$ cat config.mk
export PLATFORM = sky130hd
export DESIGN_NAME = div_controller
export DESIGN_NICKNAME = d
export VERILOG_FILES = /design/src/rtl/div_controller.sv
export SDC_FILE = /design/constraint.sdc
export NUM_CORES = 1
export LEC_CHECK = 0
export ABC_CLOCK_PERIOD_IN_PS = 6600
export CORE_MARGIN = 3
export CORE_UTILIZATION = 55
export CTS_CLUSTER_SIZE = 14
export DETAILED_ROUTE_END_ITERATION = 6
export GPL_TIMING_DRIVEN = 0
export PLACE_DENSITY = 0.86
export SYNTH_ARGS = -nofsm -noshare
export SYNTH_HDL_FRONTEND = slang
export SYNTH_SLANG_ARGS = --single-unit
export TNS_END_PERCENT = 1
$ cat constraint.sdc
create_clock -name clk -period 6.6 [get_ports clk]
set_clock_uncertainty 0.1 [all_clocks]
set_input_delay 1.65 -clock clk [delete_from_list [all_inputs] [get_ports clk]]
set_output_delay 1.65 -clock clk [all_outputs]
set_load 0.005 [all_outputs]
$ cat src/rtl/div_controller.sv
// Sequencing front-end between the execute stage and an iterative divider.
// Resolves special cases and repeated operands locally, stalls the pipe while the divider works.
`timescale 1ns/1ps

module div_controller #(
    parameter int BYPASS_EN = 1,
    parameter int TIMEOUT   = 64
) (
    input  logic        clk,
    input  logic        rst,
    input  logic        req_valid,
    input  logic [1:0]  req_op,
    input  logic [31:0] req_a,
    input  logic [31:0] req_b,
    input  logic        flush,
    output logic        stall,
    output logic        resp_valid,
    output logic [31:0] resp_data,
    output logic        resp_err,
    output logic        div_start,
    output logic [1:0]  div_opcode,
    output logic [31:0] div_op1,
    output logic [31:0] div_op2,
    input  logic        div_done,
    input  logic [31:0] div_result
);

    typedef enum logic [2:0] {IDLE, ISSUE, WAIT, RESP, DRAIN} state_t;

    localparam bit              BYPASS   = (BYPASS_EN != 0);
    localparam int              CW       = $clog2(TIMEOUT + 1);
    localparam logic [CW-1:0]   CNT_LAST = CW'(TIMEOUT - 1);

    state_t        state;
    logic [CW-1:0] cnt;

    logic [1:0]    op_q;
    logic [31:0]   a_q;
    logic [31:0]   b_q;

    logic          cache_valid;
    logic [1:0]    cache_op;
    logic [31:0]   cache_a;
    logic [31:0]   cache_b;
    logic [31:0]   cache_result;

    logic          accept;
    logic          special;
    logic [31:0]   special_result;
    logic          hit;

    // op[1] selects remainder, op[0] selects unsigned.
    always_comb begin
        special        = 1'b0;
        special_result = '0;
        if (req_b == 32'h0) begin
            special        = 1'b1;
            special_result = req_op[1] ? req_a : 32'hFFFF_FFFF;
        end else if (!req_op[0] && req_a == 32'h8000_0000 && req_b == 32'hFFFF_FFFF) begin
            special        = 1'b1;
            special_result = req_op[1] ? 32'h0 : 32'h8000_0000;
        end
    end

    assign hit    = cache_valid && (cache_op == req_op) && (cache_a == req_a) && (cache_b == req_b);
    assign accept = (state == IDLE) && req_valid && !flush;

    // NOTE: stall is combinational on req_valid, so it is gated by rst to stay 0 while reset is held.
    assign stall = rst && (accept || (state == ISSUE) || (state == WAIT) ||
                           ((state == DRAIN) && req_valid));

    assign resp_valid = (state == RESP) && !flush;

    // Operands to the divider come straight from the latch, so they hold until the next accept.
    assign div_opcode = op_q;
    assign div_op1    = a_q;
    assign div_op2    = b_q;

    // NOTE: all state is updated with non-blocking assignments so every read sees pre-edge values.
    always_ff @(posedge clk or negedge rst) begin
        if (!rst) begin
            state        <= IDLE;
            cnt          <= '0;
            op_q         <= '0;
            a_q          <= '0;
            b_q          <= '0;
            resp_data    <= '0;
            resp_err     <= 1'b0;
            div_start    <= 1'b0;
            cache_valid  <= 1'b0;
            cache_op     <= '0;
            cache_a      <= '0;
            cache_b      <= '0;
            cache_result <= '0;
        end else begin
            div_start <= 1'b0;
            case (state)
                IDLE: begin
                    if (accept) begin
                        op_q     <= req_op;
                        a_q      <= req_a;
                        b_q      <= req_b;
                        resp_err <= 1'b0;
                        if (BYPASS && special) begin
                            resp_data <= special_result;
                            state     <= RESP;
                        end else if (BYPASS && hit) begin
                            resp_data <= cache_result;
                            state     <= RESP;
                        end else begin
                            div_start <= 1'b1;
                            state     <= ISSUE;
                        end
                    end
                end

                // The start pulse is already on the wire here, so a flush still completes the handshake.
                ISSUE: begin
                    cnt   <= '0;
                    state <= flush ? DRAIN : WAIT;
                end

                WAIT: begin
                    if (div_done) begin
                        if (flush) begin
                            state <= IDLE;
                        end else begin
                            resp_data    <= div_result;
                            resp_err     <= 1'b0;
                            cache_valid  <= 1'b1;
                            cache_op     <= op_q;
                            cache_a      <= a_q;
                            cache_b      <= b_q;
                            cache_result <= div_result;
                            state        <= RESP;
                        end
                    end else if (flush) begin
                        cnt   <= '0;
                        state <= DRAIN;
                    end else if (cnt == CNT_LAST) begin
                        resp_data <= '0;
                        resp_err  <= 1'b1;
                        state     <= RESP;
                    end else begin
                        cnt <= cnt + 1'b1;
                    end
                end

                RESP: begin
                    state <= IDLE;
                end

                DRAIN: begin
                    if (div_done || cnt == CNT_LAST) begin
                        state <= IDLE;
                    end else begin
                        cnt <= cnt + 1'b1;
                    end
                end

                default: begin
                    state <= IDLE;
                end
            endcase
        end
    end

endmodule

## Word-level counts from Yosys, hierarchy flattened

Cells that the tools add are included.

| storage, ports and cells | value |
|---|---|
| latch bits | 0 |
| bits in read-only memories | 0 |
| flip-flop bits (word level) | 209 |
| bits in writable memories | 0 |
| bits of input ports | 103 |
| word-level logic and storage cells | 99 |
| output and inout port bits | 102 |
| memories kept | 0 |

| operators by class | value |
|---|---|
| reductions and logical operators | 26 |
| add/subtract/negate cells | 1 |
| order comparisons | 0 |
| eq/ne operators | 19 |
| div/mod/pow operators | 0 |
| multiply operators | 0 |
| shifts and indexed selects | 0 |
| bitwise gates (word level) | 1 |
| multiplexer cells | 39 |

Operators with widths:

| operator | number |
|---|---|
| $mux 32 | 11 |
| $eq 32x32->1 | 2 |
| $eq 32x32->1 const B | 2 |
| $pmux 32 s2 | 1 |
| $logic_not 32->1 | 1 |
| $mux 7 | 4 |
| $pmux 7 s3 | 1 |
| $mux 3 | 6 |
| $pmux 3 s4 | 1 |
| $mux 1 | 11 |
| $logic_and 1x1->1 | 10 |
| $ne 2x2->1 const B | 4 |
| $reduce_and 4->1 | 2 |
| $add 7x1->7 const B | 1 |
| $eq 7x6->1 const B | 1 |
| $eq 3x2->1 const B | 2 |
| $mux 2 | 3 |
| $ne 3x3->1 const B | 2 |
| $reduce_and 3->1 | 2 |
| $reduce_and 5->1 | 1 |
| $logic_or 1x1->1 | 4 |
| $ne 4x3->1 const B | 1 |
| $eq 3x1->1 const B | 1 |
| $eq 3x3->1 const B | 1 |
| 10 further kinds | 11 |

## Longest topological paths before layout

| depth | value |
|---|---|
| word-level depth | 8 |
| gate-level depth with buffers | 9 |
| depth with buffers taken out | 8 |

## Worst setup path before layout

Ideal clock, no wire load.

| path | value |
|---|---|
| kind | input-to-output |
| start | input port flush |
| end | output port stall |
| stages on the path | 3 |
| data required time | 4.850 ns |
| path buffers | 0 |
| path slack | 2.675 ns |
| data arrival time | 2.175 ns |
| path through | nor2b_1 o32ai_1 and2_1 |

| between the ends | value |
|---|---|
| longest elaborated chain between the ends | 6 |

RTL lines:

| element | line | text |
|---|---|---|
| start: declaration | 15 | `input logic flush,` |
| $logic_not 1->1 | 66 | `assign accept = (state == IDLE) && req_valid && !flush;` |
| $logic_and 1x1->1 | 66 |  |
| $logic_or 1x1->1 (3 in series) | 69 | `assign stall = rst && (accept \|\| (state == ISSUE) \|\| (state == WAIT) \|\|` |
| $logic_and 1x1->1 | 69 |  |
| end: declaration | 16 | `output logic stall,` |

No other way between the ends.

## Final worst setup path

Ends and elaborated chain as after synthesis.

==> results.txt <==
The combined global-route utilization of all metal layers is between 30% and 40%. The worst-case headroom to the max-slew limit came out at 43.5%. Across the whole layout, storage elements account for 5230 um2. The insertion delay of the later-clocked pin in the worst-skew pair is ~500 ps. For this design the top-level I/O count stands at 205.

The flow ran to the end, and the final reports show no timing, DRC or antenna violations. The critical path data required time came out at 4850 ps. Dividing the detail-routed wire length by the instance count gives 22.2 um.

The area enclosed by the die boundary is between 15000 and 20000 um2. The maximum buffer depth of the clock tree came out at 3. The number of storage elements in the synthesis netlist came out at about 210. Cells with a size suffix above 1 make up 18.3% of the layout. The height of the die came out at 139 um. The class of the most critical setup path is in -> out. TritonCTS built the clock tree. The mean area per synthesized cell came out at 11.3 um2. In this design, the critical path's most frequently occurring cell is clkdlybuf4s50_1. The multi-input combinational cells in the finished layout cover a total of 4150 um2. The via count of the routed design came out at ~8000. The worst setup path is launched from an input port. The time the worst path needs with I/O delays and setup came out at ~5100 ps.

The number of setup buffers added after CTS came out at 0. The register area share after synthesis came out at 53.6%. Traced cell by cell, the critical path runs through clkdlybuf4s50_1 -> nor2b_1 -> o32ai_1 -> and2_1 -> clkdlybuf4s50_1. The signal arrival time at the worst endpoint is between 3000 and 4000 ps. The maximum fanout along the worst path came out at 7. The power per cell area came out at approximately 420 nW/um2. The number of max-cap violations is 0. The fraction of the cycle the final worst path needs is 77.6%.

The measured slew at the worst slew-check pin came out at 847 ps. The layout overhead on the synthesized area came out at 31.7%. The die width is 139 um. The total grt overflow is 0.

Timing would allow up to 195 MHz. During synthesis, Yosys emitted a total of 0 warnings. Input and output buffers added on the ports amount to 204. The final layout contains around 1200 nets. The endpoint kind of the worst setup timing path is an output port. The total wire length after detailed routing came out at 29500 um. The number of antenna violations at the first check in global routing came to 0. Post-CTS repair changed the size of 0 cells. The number of detailed-routing iterations run before antenna repair is 5. The number of pins with negative max-slew slack in the final report is 0. The slowest cell on the critical path is clkdlybuf4s50_1. The cell count after synthesis is roughly 860.

The post-synthesis cell area is 9750 um2. The number of hold violations in the final report is 0. The final weighted congestion in routability-driven placement is ~0.93.

In this run the clock root is driven by a clkbuf_16. The wire-length estimate of the detail-placed layout is 21900 um. Row generation in the floorplan step produced 48 rows. The main flop type after synthesis is dfrtp_1. The antenna diode instance count is 0. The count of buffer and inverter cells on the critical path came out at 2. The peak ir drop on the vdd network is 251 uV. Setup repair after global routing left no endpoint under its margin. The distinct cell type count of the synthesized netlist is 53.

The net count of the mapped netlist came out at between 900 and 1000. The violation count after the first detailed-routing iteration is 626. The tightest hold margin is 370 ps. Counting flops with a built-in enable in the synthesized netlist gives 0.

The async set-reset flop share out of synthesis came out at 100%. Entering global routing, the biggest net connects 113 pins. The hold buffer count at CTS is 0. In this run the number of H-tree levels came out at 1.

The analysis attributes to cell leakage a power of 5.56 nW. The remaining antenna violation count after routing is 0. The area of the core came out at 17300 um2. The wire length of the first global-routing pass is 46400 um. After detailed routing, the number of remaining DRC violations is 0. The starting density of the core came out at 56.4%.

Dividing the detail-routed via count by the number of cells gives around 6. The via count of the first global-routing pass came out at roughly 8400. The total number of clock tree sinks came out at 209. The CTS clock-pin slew for the worst setup and hold paths came out at ~60 ps. The path class of the tightest hold or removal check is reg -> reg.

The share of the core filled with cells in the final layout is 74.2%. The number of clock buffers added by TritonCTS is 22. The critical path's largest stage delay came out at 560 ps. Counting the fill cells in the layout gives 1183.

The kind of cell with the highest combined delay along the critical path is buffers and inverters. The final setup violation count came out at 0.
==> placed cells by master, fill, tap and decap left out, types with 23 or more instances in the layout <==
cell,synthesis,routed
clkdlybuf4s50_1,0,203
nand2_1,48,48
mux2_2,157,157
clkbuf_1,38,42
dfrtp_1,209,209
xnor2_1,42,42
o21ai_0,48,48
inv_1,44,44
clkbuf_16,0,23
a21oi_1,126,126
==> registers in the layout, summed over array words and instances (netlist names), 2 cells and up <==
register and flops:
div_op1 32, cache_a 32, resp_data 32, state 3, div_opcode 2, cache_result 32, cache_op 2, div_op2 32
cache_b 32, cnt 7
==> path summary, 6_finish.rpt <==
kind,to,slack (ps),start,cells after the start
max reg2reg,cache_a[26],3140,state[2],9
min in group asynchronous,resp_data[10],1040,rst,1
min reg2reg,cache_valid,370,cache_valid,1
max in group asynchronous,div_op2[1],4380,rst,2
min,cache_valid,370,cache_valid,1
max,stall,1480,flush,5
==> synth_stat cells, types with 4 or more instances <==
master     number  area, um2
dfrtp_1       209       5230
nand4_1        20        125
nand3_1         4       20.0
clkbuf_1       38        143
nor4_1         18        113
o2111ai_1       4       35.0
o21ai_0        48        240
inv_1          44        165
o22ai_1         7       43.8
xnor2_1        42        368
nand2_1        48        180
buf_1           6       22.5
mux2_2        157       1770
a21oi_1       126        631
nor2_1          9       33.8
nor2b_1         7       43.8
nand2b_1       21        131
nor3_1          5       25.0
==> kinds of logic after synthesis <==
logic type / share of synthesized area, %
AO/OA/AOI/OAI: 11.9
XOR/XNOR: 3.95
adder cells (fa/ha/maj): 0.128
buffers and inverters: 3.84
flip-flops: 53.6
multiplexers: 18.4
AND/OR/NAND/NOR: 8.16
==> area by class of cell <==
cell class	instances	area share, %
Sequential cell	209	40.7
Multi-Input combinational cell	560	32.3
Timing Repair Buffer	205	16.2
Clock buffer	31	5.03
Tap cell	225	2.19
Buffer	49	1.63
Inverter	44	1.29
Clock inverter	7	0.692
==> where the power goes <==
group | internal [mW] | leakage [nW] | switching [mW]
registers | 1.86 | 2.64 | 0.416
logic | 1.14 | 2.56 | 0.748
clock network | 0.758 | 0.365 | 0.504
total | 3.76 | 5.56 | 1.67
==> per-stage QoR <==
step / TNS, ps / cell area [um2] / setup slack (ps) / power, mW / std cells
after floorplan: 0 / 9750 / 2670 / 3.12 / 862
final: 0 / 12800 / 1480 / 5.43 / 1330
after global routing: 0 / 12800 / 1380 / 5.71 / 1330
after global placement: -1033170 / 12100 / -5330 / 4.06 / 1291
after CTS: 0 / 12800 / 1480 / 5.43 / 1330
after detailed placement: 0 / 12100 / 1490 / 4.15 / 1292
==> routing by layer <==
metal | vias up | routed length, um | track usage [%]
met5 | - | 0 | 0
met4 | 0 | 1510 | 12.8
met3 | 97 | 2390 | 7.93
met2 | 392 | 13600 | 47.4
met1 | 3943 | 12100 | 40.0
li1 | 3549 | - | -
Note: power is estimated with default switching activity, not from simulation.
